### src/rtl/pc_ras.sv
// Fetch-stage program counter with a circular return-address stack.
// Priority per cycle: stall > branch > ret > call > sequential increment.
module pc_ras #(
  parameter  int ADDR_W       = 11,
  parameter  int INCR         = 1,
  parameter  int RESET_VECTOR = 0,
  parameter  int RAS_DEPTH    = 4,
  localparam int CNT_W        = $clog2(RAS_DEPTH + 1)
) (
  input  logic              clk,
  input  logic              reset,
  input  logic              stall,
  input  logic              branch_valid,
  input  logic [ADDR_W-1:0] branch_address,
  input  logic              call_valid,
  input  logic [ADDR_W-1:0] call_address,
  input  logic              ret_valid,
  output logic [ADDR_W-1:0] cnt,
  output logic [CNT_W-1:0]  ras_count,
  output logic              ras_overflow,
  output logic              ras_underflow
);

  localparam int                PTR_W    = $clog2(RAS_DEPTH);
  localparam logic [ADDR_W-1:0] INCR_A   = ADDR_W'(INCR);
  localparam logic [ADDR_W-1:0] RST_A    = ADDR_W'(RESET_VECTOR);
  localparam logic [PTR_W-1:0]  PTR_MAX  = PTR_W'(RAS_DEPTH - 1);
  localparam logic [CNT_W-1:0]  CNT_FULL = CNT_W'(RAS_DEPTH);

  logic [ADDR_W-1:0] ras_q [RAS_DEPTH];
  logic [PTR_W-1:0]  top_q, top_d;
  logic [CNT_W-1:0]  count_q, count_d;
  logic [ADDR_W-1:0] cnt_q, cnt_d, seq_addr;
  logic              ovf_q, ovf_d, unf_q, unf_d;
  logic              push;

  // Top pointer wraps modulo RAS_DEPTH, which need not be a power of two.
  function automatic logic [PTR_W-1:0] ptr_inc(input logic [PTR_W-1:0] p);
    return (p == PTR_MAX) ? '0 : p + PTR_W'(1);
  endfunction

  function automatic logic [PTR_W-1:0] ptr_dec(input logic [PTR_W-1:0] p);
    return (p == '0) ? PTR_MAX : p - PTR_W'(1);
  endfunction

  always_comb begin
    seq_addr = cnt_q + INCR_A;
    cnt_d    = cnt_q;
    top_d    = top_q;
    count_d  = count_q;
    ovf_d    = ovf_q;
    unf_d    = unf_q;
    push     = 1'b0;
    if (!stall) begin
      if (branch_valid) begin
        cnt_d = branch_address;
      end else if (ret_valid) begin
        if (count_q != '0) begin
          cnt_d   = ras_q[top_q];
          top_d   = ptr_dec(top_q);
          count_d = count_q - CNT_W'(1);
        end else begin
          cnt_d = seq_addr;
          unf_d = 1'b1;
        end
      end else if (call_valid) begin
        // When full, advancing the pointer lands on the oldest entry, so the
        // push naturally overwrites it.
        push  = 1'b1;
        cnt_d = call_address;
        top_d = ptr_inc(top_q);
        if (count_q < CNT_FULL) count_d = count_q + CNT_W'(1);
        else                    ovf_d   = 1'b1;
      end else begin
        cnt_d = seq_addr;
      end
    end
  end

  always_ff @(posedge clk) begin
    if (reset) begin
      cnt_q   <= RST_A;
      top_q   <= '0;
      count_q <= '0;
      ovf_q   <= 1'b0;
      unf_q   <= 1'b0;
    end else begin
      cnt_q   <= cnt_d;
      top_q   <= top_d;
      count_q <= count_d;
      ovf_q   <= ovf_d;
      unf_q   <= unf_d;
    end
  end

  // Entry storage carries no reset; validity is tracked by count_q alone.
  always_ff @(posedge clk) begin
    if (push && !reset) ras_q[top_d] <= seq_addr;
  end

  assign cnt           = cnt_q;
  assign ras_count     = count_q;
  assign ras_overflow  = ovf_q;
  assign ras_underflow = unf_q;

endmodule

### config.mk
export PLATFORM = sky130hd
export DESIGN_NAME = pc_ras
export DESIGN_NICKNAME = d
export VERILOG_FILES = /design/src/rtl/pc_ras.sv
export SDC_FILE = /design/constraint.sdc
export NUM_CORES = 1
export LEC_CHECK = 0
export CAP_MARGIN = 0
export CORE_AREA = 3 3 87 72
export CTS_CLUSTER_SIZE = 20
export DETAILED_ROUTE_END_ITERATION = 8
export DIE_AREA = 0 0 90 75
export PLACE_DENSITY = 0.78
export SYNTH_ARGS = -nofsm -noshare
export SYNTH_HDL_FRONTEND = slang
export SYNTH_SLANG_ARGS = --single-unit
### constraint.sdc
create_clock -name clk -period 2.78 [get_ports clk]
set_input_delay 0.278 -clock clk [delete_from_list [all_inputs] [get_ports clk]]
set_output_delay 0.278 -clock clk [all_outputs]
set_load 0.01 [all_outputs]
==> results of run 1 <==
## per-stage QoR
stage / worst slack [ns] / area [µm²] / hold slack, ns
after global placement: 0.377 / 3450 / 0.450
after CTS: 0.657 / 3610 / 0.467
after detailed placement: 0.313 / 3450 / 0.453
final: 0.615 / 3610 / 0.466
after floorplan: 0.410 / 2920 / 0.433
after global routing: 0.514 / 3610 / 0.482
## routing by layer
| layer | part of all wire | routed length (µm) | global-route usage | up-vias |
|---|---|---|---|---|
| li1 | - | - | - | 970 |
| met1 | 0.42 | 3020 | 0.297 | 1012 |
| met4 | 0.016 | 113 | 0.0815 | 0 |
| met2 | 0.47 | 3450 | 0.378 | 100 |
| met5 | 0 | 0 | 0 | - |
| met3 | 0.095 | 688 | 0.0589 | 12 |
## registers in the layout (all words and copies together) (netlist names)
register,count
ras_count,3
ras_q,44
top_q,2
ras_underflow,1
ras_overflow,1
cnt,11
## cell usage in the layout (no fill, tap or decap), types with 2 or more instances in the layout
| cell | synthesis | layout |
|---|---|---|
| nor2_1 | 12 | 12 |
| edfxtp_1 | 44 | 44 |
| clkdlybuf4s50_1 | 0 | 43 |
| mux4_1 | 7 | 7 |
| o31ai_1 | 2 | 2 |
| o21ai_0 | 5 | 5 |
| nand3_1 | 4 | 4 |
| a221o_1 | 6 | 6 |
| o21a_1 | 3 | 3 |
| clkinv_2 | 0 | 2 |
| clkbuf_8 | 0 | 9 |
| o22ai_1 | 7 | 7 |
| a221oi_1 | 6 | 6 |
| mux4_2 | 4 | 4 |
| nor3_1 | 12 | 12 |
| nand2b_1 | 2 | 2 |
| nor2b_1 | 3 | 3 |
| nor4_1 | 4 | 4 |
| or2_2 | 4 | 4 |
| xnor2_1 | 5 | 5 |
| inv_1 | 9 | 9 |
| and3_1 | 2 | 2 |
| dfxtp_1 | 18 | 18 |
| nand2_1 | 7 | 7 |
| clkinv_1 | 1 | 4 |
| a21oi_1 | 6 | 6 |
| buf_4 | 0 | 11 |
| a211oi_1 | 4 | 4 |
| xor2_1 | 2 | 2 |
| o31a_1 | 3 | 3 |
| a221oi_2 | 2 | 2 |
| ha_1 | 3 | 3 |
## worst max-delay path by stage
stage | from | endpoint | depth (start not counted)
after floorplan | top_q[0] | ras_q[3][0] | 6
after global placement | stall | ras_q[1][7] | 6
after detailed placement | ret_valid | ras_q[3][10] | 6
after CTS | stall | ras_q[0][5] | 6
after global routing | ret_valid | ras_q[3][5] | 6
final | stall | ras_q[0][7] | 6
## power groups by stage
| stage | Clock [mW] | Combinational (mW) | Sequential [mW] |
|---|---|---|---|
| 2_1_floorplan | 0 | 0.161 | 1.07 |
| 3_3_place_gp | 0 | 0.281 | 1.07 |
| 3_5_place_dp | 0 | 0.290 | 1.07 |
| 4_1_cts | 0.640 | 0.292 | 1.05 |
| 5_1_grt | 0.681 | 0.316 | 1.05 |
| 6_report | 0.633 | 0.293 | 1.05 |
## cells by family (layout without fill, tap and decap cells)
logic type      after synthesis  in the layout
simple gates                 55             55
flops                        62             62
xor+xnor                      7              7
compound gates               53             53
fa+ha+maj                     4              4
buf+inv                      21             80
mux                          11             11
## final cells by class
class | instances | area [µm²] | share of cell area
multi-input combinational | 130 | 1120 | 0.311
inverter | 10 | 37.5 | 0.0104
timing repair buffer | 54 | 513 | 0.142
sequential | 62 | 1680 | 0.466
tap | 78 | 97.6 | 0.0271
clock buffer | 10 | 128 | 0.0354
clock inverter | 6 | 28.8 | 0.00798
==> summary.md, run 1 <==
| Metric | Value |
|---|---|
| Root Driver | `clkbuf_8` |
| GRT Total Usage | `0.227` |
| Worst slew pin tran | `1.05 ns` |
| Syn nets | `245` |
| Final setup fails | `0` |
| IO buf count | `43` |
| H-tree levels | `3` |
| Tmin final | `2.17 ns` |
| Clk_lat worst skew | `0.33 ns` |
| Synth Area in Compound Gates | `0.147` |
| Reg2reg end | `ras_q[3][5]` |
| Hold path start | `ras_underflow` |
| Flop-to-flop setup slack | `0.65 ns` |
| Avg WL per Cell | `20.8 µm` |
| Cts hold-fix bufs | `0` |
| CTS tree | `done` |
| Post-synthesis simple-gate area fraction | `0.102` |
| Share of cells above drive strength 1 | `0.136` |
| P_int | `1.48 mW` |
| CP Buf/Inv Count | `2` |
| Most common cell in the netlist | `edfxtp_1` |
| Synth area leaders | `edfxtp_1 (45%), dfxtp_1 (12%), mux4_1 (6.3%), mux4_2 (3.1%), a221o_1 (2.1%)` |
| Status | `finished, final reports clean` |
| Post-Synth Adder-Cell Area | `0.0197` |
| Largest net degree at the start of global routing | `19` |
| Detailed-route vias per instance | `5.98` |
| Min-delay worst type | `flop to flop` |
| Startpoint type of the worst setup path | `input port` |
| Hold-critical path depth | `1` |
| Slew headroom | `0.298` |
| Switching part of the total | `0.253` |
| CP max stage cell | `clkdlybuf4s50_1` |
| Drt total wl | `7.27 mm` |
| Reg clk slew, reported paths | `0.06 ns` |
| Largest area contributor in the netlist | `edfxtp_1` |
| Initial antenna violation count | `0` |
| Vias in the first global route | `2091` |
| Ys flop type | `edfxtp_1` |
| DIE WIDTH | `90 µm` |
| Final Max Tran Viols | `0` |
| Dpl cells | `334` |
| Initial DRT Pass Iterations | `4` |
| # diodes | `0` |
| Pwr/cell area | `548 mW/mm²` |
| Post-route insts no fill | `350` |
| First-pass GRT wire length | `11.3 mm` |
| Synth top area share | `0.452` |
| Cell Area, Synth | `0.00292 mm²` |
| Synth Area per Inst | `13.7 µm²` |
| Post-Synthesis Cells | `213` |
| RSZ-0062 raised after global routing | `no` |
| Peak VDD IR | `0.000400 V` |
| Final Hold Vio Count | `0` |
| CTS-repair resized insts | `0` |
| Area delta synth->final | `23.5%` |
| Via Count | `2094` |
| Total power | `1.98 mW` |
| Io pins | `44` |
| CTS Sinks | `62` |
| Cts bufs inserted | `9` |
| Hpwl dp | `5.18 mm` |
| Fin Clk Skew | `0.0105 ns` |
| Initial Util | `0.534` |
| Register bit total from synthesis | `62` |
| Worst Hold Path EP | `ras_underflow` |
| Post-synth top cells | `edfxtp_1 (44), dfxtp_1 (18), nor2_1 (12), nor3_1 (12), inv_1 (9)` |
| Psw | `0.500 mW` |
| Yosys cell types | `47` |
| Nets | `299` |
| Synth warn | `0` |
| Worst Path Arrival | `2.20 ns` |
| Leakage | `1.22 nW` |
| Worst-case clock buffer depth | `2` |
| Crit Path Category | `input port to flop` |
| Crit path capture type | `flop` |
| Comb pwr share | `0.148` |
| Fmax | `462 MHz` |
| Antenna Violating Nets Remaining | `0` |
| Crit Path Max Fanout | `11` |
| Post-CTS Setup Bufs | `0` |
| FFs w/ async S/R, synth | `0` |
| Routability congestion estimate from global placement | `0.828` |
| Flop pwr share | `0.532` |
| Synth Area in XOR/XNOR | `0.0210` |
| Die ar. | `0.00675 mm²` |
| Proportion of synthesized area in mux cells | `0.0938` |
| Req. time, crit path | `2.82 ns` |
| Post-synth EDFFs | `44` |
| Max_cap viols | `0` |
| Std-Cell Rows | `24` |
| R2R cell count | `5` |
| Final Util | `0.660` |
| Clock power share | `0.320` |
| Largest family of logic cells by synthesized area | `compound AO/OA/AOI/OAI gates` |
| Grt ovf | `0` |
| Post-synthesis sequential area ratio | `0.576` |
| Launching point of the worst reg2reg path | `ras_count[2]` |
| # fillers | `428` |
| Core footprint | `0.00547 mm²` |
| Post-route clock period utilization | `0.779` |
| CP delay by family, top | `simple AND/OR/NAND/NOR gates` |
| Die H | `75 µm` |
| Crit-path cells | `clkdlybuf4s50_1 -> or2_1 -> nor3_1 -> a221o_1 -> and3_1 -> buf_4` |
| DRC viols | `0` |
| Max stage delay on crit path | `0.53 ns` |
| Drt first-iter violations | `273` |
| Setup TNS Final | `0 ns` |
Note: power is estimated with default switching activity, not from simulation.
==> inputs of run 2 (changes only) <==
==> constraint.sdc (replaced) <==
create_clock -name clk -period 2.05 [get_ports clk]
set_input_delay 0.205 -clock clk [delete_from_list [all_inputs] [get_ports clk]]
set_output_delay 0.205 -clock clk [all_outputs]
set_load 0.01 [all_outputs]
==> run 2 against run 1 <==
Effect of this change:
- clock-buffer cell count decreased by 1
- via count increased by 3.5%
- largest cell class unchanged
- wire length decreased by 1.5%
- global-route usage decreased by 0.42 points
- hold slack improved by 0.0087 ns
- total power increased by 45%
- design area increased by 6.6%
- clock skew decreased by 0.0031 ns
- die area unchanged
- first-iteration DRC count decreased by 33%
- combinational power increased by 53%
==> summary.md, run 2 (synthesis gave the netlist of run 1 again) <==
| Metric | Value |
|---|---|
| IO buf count | `43 (unchanged)` |
| Initial Util | `0.534 (unchanged)` |
| Root Driver | `clkbuf_8` |
| Fmax | `507 MHz` |
| Initial antenna violation count | `0 (unchanged)` |
| Clock power share | `0.347 (+0.027)` |
| Worst slew pin tran | `0.977 ns (-0.0731 ns)` |
| Psw | `0.690 mW (+38%)` |
| Fin Clk Skew | `0.00740 ns (-0.00311 ns)` |
| Core footprint | `0.00547 mm² (unchanged)` |
| Io pins | `44 (unchanged)` |
| Flop pwr share | `0.496 (-0.036)` |
| Leakage | `1.33 nW (+9.1%)` |
| Met2 Use GR | `0.354 (-0.0240)` |
| Max reg flops | `44 (unchanged)` |
| Final Max Tran Viols | `0 (unchanged)` |
| Switching part of the total | `0.242 (-0.0117)` |
| Comb pwr share | `0.157 (+0.009)` |
| Via Count | `2168 (+3.5%)` |
| Routing usage on met3 | `0.0699 (+0.0110)` |
| CP Launch Point | `ras_count[1]` |
| Flop-to-flop setup slack | `0.08 ns (-0.57 ns)` |
| RSZ-0062 raised after global routing | `no` |
| Largest net degree at the start of global routing | `19 (unchanged)` |
| Tmin final | `1.97 ns` |
| Max_cap viols | `0 (unchanged)` |
| Dpl cells | `354 (+6.0%)` |
| Peak VDD IR | `0.000557 V (+39%)` |
| Vias in the first global route | `2068 (-1.1%)` |
| CP max stage cell | `a221o_1` |
| Slew headroom | `0.347 (+0.0488)` |
| Most frequent cells in the layout | `edfxtp_1 (44), clkdlybuf4s50_1 (43), buf_4 (28)` |
| Commonest non-fill, non-tap cell in the layout | `edfxtp_1` |
| Die ar. | `0.00675 mm² (unchanged)` |
| Reg clk slew, reported paths | `0.07 ns (about the same)` |
| Final Hold Vio Count | `0 (unchanged)` |
| Final Util | `0.703 (+0.0435)` |
| Met1 Usage GRT | `0.307 (+0.00996)` |
| R2R cell count | `5 (unchanged)` |
| Routability congestion estimate from global placement | `0.865 (+4.5%)` |
| Drt first-iter violations | `183 (-33%)` |
| P_int | `2.17 mW (+47%)` |
| Antenna Violating Nets Remaining | `0 (unchanged)` |
| Pwr/cell area | `743 mW/mm² (+36%)` |
| Detailed-route vias per instance | `5.86 (-2.1%)` |
| Reg2reg end | `ras_q[3][3]` |
| Initial DRT Pass Iterations | `4 (unchanged)` |
| CTS Sinks | `62 (unchanged)` |
| Avg WL per Cell | `19.4 µm (-6.8%)` |
| Std-Cell Rows | `24 (unchanged)` |
| Final setup fails | `0 (unchanged)` |
| Startpoint type of the worst setup path | `flop` |
| Max stage delay on crit path | `0.38 ns (-0.15 ns)` |
| Cts bufs inserted | `9 (unchanged)` |
| Crit Path Max Fanout | `11 (unchanged)` |
| Worst Path Arrival | `2.01 ns (-0.19 ns)` |
| First-pass GRT wire length | `11.1 mm (-2.0%)` |
| Cts hold-fix bufs | `0 (unchanged)` |
| GRT Max-Usage Layer | `met2` |
| Grt ovf | `0 (unchanged)` |
| Req. time, crit path | `2.08 ns (-0.74 ns)` |
| Crit path capture type | `flop` |
| Launching point of the worst reg2reg path | `ras_count[1]` |
| Crit-path cells | `o31a_1 -> a22o_1 -> a221o_1 -> nor2_4 -> buf_12` |
| Area delta synth->final | `31.6%` |
| Min-delay worst type | `flop to flop` |
| Nets | `319 (+6.7%)` |
| CP Capture Point | `ras_q[3][3]` |
| Status | `finished, final reports clean` |
| Clk_lat worst skew | `0.32 ns (about the same)` |
| Share of cells above drive strength 1 | `0.219 (+0.0831)` |
| CTS tree | `done` |
| Hpwl dp | `5.09 mm (-1.6%)` |
| Die H | `75 µm (unchanged)` |
| # diodes | `0 (unchanged)` |
| DIE WIDTH | `90 µm (unchanged)` |
| Total power | `2.86 mW (+45%)` |
| Post-route clock period utilization | `0.962` |
| Post-route insts no fill | `370 (+5.7%)` |
| GRT Total Usage | `0.223 (-0.00419)` |
| Drt total wl | `7.17 mm (-1.5%)` |
| # fillers | `398 (-7.0%)` |
| H-tree levels | `3 (unchanged)` |
| Largest Register | `ras_q` |
| DRC viols | `0 (unchanged)` |
| Crit Path Category | `flop to flop` |
| Worst-case clock buffer depth | `2 (unchanged)` |
run 2: how the worst min path moves through the flow:
stage / startpoint / end / slack (ns) / cells after the start
finish: ras_overflow / ras_overflow / 0.47 / 2
global route: ras_underflow / ras_underflow / 0.50 / 1
CTS: ras_overflow / ras_overflow / 0.48 / 2
detailed placement: ras_underflow / ras_underflow / 0.47 / 1
global placement: ras_underflow / ras_underflow / 0.45 / 1
floorplan: call_valid / ras_overflow / 0.36 / 2
run 2: final cells by class:
cell class	instances	area, µm²	area share
tap	78	97.6	0.0254
inverter	10	37.5	0.00977
sequential	62	1680	0.438
multi-input combinational	130	1140	0.296
clock inverter	7	65.1	0.0169
timing repair buffer	74	701	0.182
clock buffer	9	124	0.0322
run 2: through the flow:
stage / cell area [µm²] / setup TNS, ns / setup WS, ns / hold WS, ns
6_report: 3840 / 0 / 0.0779 / 0.475
5_1_grt: 3840 / 0 / 0.00991 / 0.502
4_1_cts: 3840 / 0 / 0.0570 / 0.482
3_5_place_dp: 3650 / -8.80 / -0.201 / 0.467
3_3_place_gp: 3650 / -6.92 / -0.171 / 0.452
2_1_floorplan: 2940 / 0 / 0.0183 / 0.360
run 2: power groups by stage:
| stage | clock [mW] | combinational (mW) | sequential [mW] |
|---|---|---|---|
| 6_report | 0.993 | 0.448 | 1.42 |
| 5_1_grt | 1.08 | 0.481 | 1.42 |
| 4_1_cts | 1.01 | 0.446 | 1.41 |
| 3_5_place_dp | 0 | 0.441 | 1.44 |
| 3_3_place_gp | 0 | 0.433 | 1.44 |
| 2_1_floorplan | 0 | 0.221 | 1.45 |
run 2: layer usage:
layer | vias up | share of wire | wire [µm]
li1 | 1003 | - | -
met1 | 1060 | 0.44 | 3170
met2 | 93 | 0.47 | 3380
met3 | 12 | 0.076 | 544
met4 | 0 | 0.010 | 72
met5 | - | 0 | 0
run 2: worst max-delay path, delay by kind of cell (launching register included):
family	cells	cell delay, ns
buffers and inverters	1	0.16
and+or+nand+nor	1	0.16
AOI/OAI and AO/OA	3	1.03
DFF	1	0.34
run 2: timing repair:
item | 4_1_cts | 5_1_grt
endpoints found under the setup margin | 0 | 11
setup buffers | 0 | 0
gates resized for setup | 0 | 1
==> inputs of run 3 (changes only) <==
--- a/config.mk
+++ b/config.mk
@@ -10,7 +10,9 @@
 export CTS_CLUSTER_SIZE = 20
 export DETAILED_ROUTE_END_ITERATION = 8
 export DIE_AREA = 0 0 90 75
+export GPL_ROUTABILITY_DRIVEN = 0
 export PLACE_DENSITY = 0.78
 export SYNTH_ARGS = -nofsm -noshare
 export SYNTH_HDL_FRONTEND = slang
 export SYNTH_SLANG_ARGS = --single-unit
+export TNS_END_PERCENT = 5
==> run 3 against run 2 <==
Effect of this change:
- sequential power is essentially flat
- utilization is 0.25 points lower
- die area unchanged
- largest cell class unchanged
- largest power group unchanged
==> summary.md, run 3 (synthesis gave the netlist of run 1 again) <==
| Metric | Value |
|---|---|
| Drt total wl | `7.22 mm (+0.73%)` |
| CP Launch Point | `ret_valid` |
| Largest Register | `ras_q` |
| Share of cells above drive strength 1 | `0.228 (+0.00901)` |
| Final Worst Setup Slack | `0.0575 ns (-0.0204 ns)` |
| Fin Clk Skew | `0.00811 ns (+0.000715 ns)` |
| Die H | `75 µm (unchanged)` |
| Initial antenna violation count | `0 (unchanged)` |
| DIE WIDTH | `90 µm (unchanged)` |
| Min-delay worst type | `flop to flop` |
| Post-route clock period utilization | `0.972 (+0.00995)` |
| Crit Path Max Fanout | `7 (-4)` |
| Final Hold Vio Count | `0 (unchanged)` |
| Largest net degree at the start of global routing | `19 (unchanged)` |
| Antenna Violating Nets Remaining | `0 (unchanged)` |
| Req. time, crit path | `2.09 ns (about the same)` |
| Peak VDD IR | `0.000497 V (-11%)` |
| # fillers | `388 (-2.5%)` |
| Io pins | `44 (unchanged)` |
| Via Count | `2183 (+0.69%)` |
| Fmax | `502 MHz (-1.0%)` |
| Clk_lat worst skew | `0.33 ns (about the same)` |
| Hpwl dp | `5.27 mm (+3.4%)` |
| Startpoint type of the worst setup path | `input port` |
| Final setup fails | `0 (unchanged)` |
| Detailed-route vias per instance | `5.81 (-0.91%)` |
| Max_cap viols | `0 (unchanged)` |
| Initial DRT Pass Iterations | `4 (unchanged)` |
| Hold path start | `ras_underflow` |
| Worst Path Arrival | `2.03 ns (+0.02 ns)` |
| Initial Util | `0.534 (unchanged)` |
| Status | `finished, final reports clean` |
| Grt ovf | `0 (unchanged)` |
| Final Max Tran Viols | `0 (unchanged)` |
| Worst-case clock buffer depth | `2 (unchanged)` |
| Core footprint | `0.00547 mm² (unchanged)` |
| GRT Total Usage | `0.225 (+0.00174)` |
| Cts bufs inserted | `9 (unchanged)` |
| Leakage | `1.36 nW (+2.2%)` |
| Std-Cell Rows | `24 (unchanged)` |
| IO buf count | `43 (unchanged)` |
| Slew headroom | `0.268 (-0.0789)` |
| Worst slew pin tran | `1.10 ns (+0.118 ns)` |
| CTS tree | `done` |
| Max reg flops | `44 (unchanged)` |
| Post-CTS Setup Bufs | `0 (unchanged)` |
| H-tree levels | `3 (unchanged)` |
| Drt first-iter violations | `173 (-5.5%)` |
| Commonest non-fill, non-tap cell in the layout | `edfxtp_1` |
| Area delta synth->final | `31.1%` |
| Reg clk slew, reported paths | `0.06 ns (about the same)` |
| Vias in the first global route | `2160 (+4.4%)` |
| Avg WL per Cell | `19.2 µm (-0.88%)` |
| Most frequent cells in the layout | `edfxtp_1 (44), clkdlybuf4s50_1 (43), buf_4 (37)` |
| Crit path capture type | `flop` |
| CTS Sinks | `62 (unchanged)` |
| Die ar. | `0.00675 mm² (unchanged)` |
| DRC viols | `0 (unchanged)` |
| Pwr/cell area | `729 mW/mm² (-2.0%)` |
| Launching point of the worst reg2reg path | `ras_count[1]` |
| Flop-to-flop setup slack | `0.08 ns (about the same)` |
| Pre-CTS setup slack | `-0.194 ns (+0.00663 ns)` |
| # diodes | `0 (unchanged)` |
| Tmin final | `1.99 ns (+0.0204 ns)` |
| First-pass GRT wire length | `11.2 mm (+0.75%)` |
| Root Driver | `clkbuf_8` |
| Total power | `2.79 mW (-2.3%)` |
| Crit Path Category | `input port to flop` |
| Nets | `325 (+1.9%)` |
==> run 3: timing repair <==
item                                    CTS  global route
resized for setup                         0             3
hold buffers                              0             0
hold endpoints to repair                  0             0
endpoints found under the setup margin    0            28
==> run 3: path summary, 6_finish.rpt <==
| kind | end | cells after the start |
|---|---|---|
| max | ras_q[2][2] | 6 |
| min | ras_underflow | 1 |
| max reg2reg | ras_q[2][2] | 5 |
| min reg2reg | ras_underflow | 1 |
==> run 3: through the flow <==
step                      instances   util  hold slack [ns]  area [µm²]  setup TNS [ns]
after CTS                       376  0.699            0.470        3820               0
final                           376  0.701            0.472        3830               0
after global placement          360  0.668            0.452        3650           -5.42
after global routing            376  0.701            0.485        3830         -0.0330
after detailed placement        360  0.668            0.455        3650           -8.07
after floorplan                 213      -            0.360        2930           -4.34
==> run 3: area by class of cell <==
class	instances	area, µm²	area share
Sequential cell	62	1680	0.439
Multi-Input combinational cell	130	1130	0.296
Timing Repair Buffer	80	708	0.185
Clock buffer	14	163	0.0425
Tap cell	78	97.6	0.0255
Inverter	10	37.5	0.00980
Clock inverter	2	10.0	0.00261
==> run 3: worst max-delay path, cell delays in order <==
cell	delay [ns]
clkdlybuf4s50_1	0.51
nor4b_4	0.19
or2_4	0.27
o31ai_1	0.39
and3_1	0.26
buf_4	0.19
==> run 3: metal layers <==
layer / GRT usage / up-vias / share of wire
li1: - / 1019 / -
met4: 0.0849 / 0 / 0.020
met1: 0.290 / 1060 / 0.42
met3: 0.0619 / 13 / 0.085
met2: 0.373 / 91 / 0.47
met5: 0 / - / 0
==> run 3: power by group <==
part / total, mW / internal [mW] / switching [mW]
sequential: 1.42 / 1.38 / 0.0328
clock: 0.925 / 0.502 / 0.423
combinational: 0.449 / 0.236 / 0.214
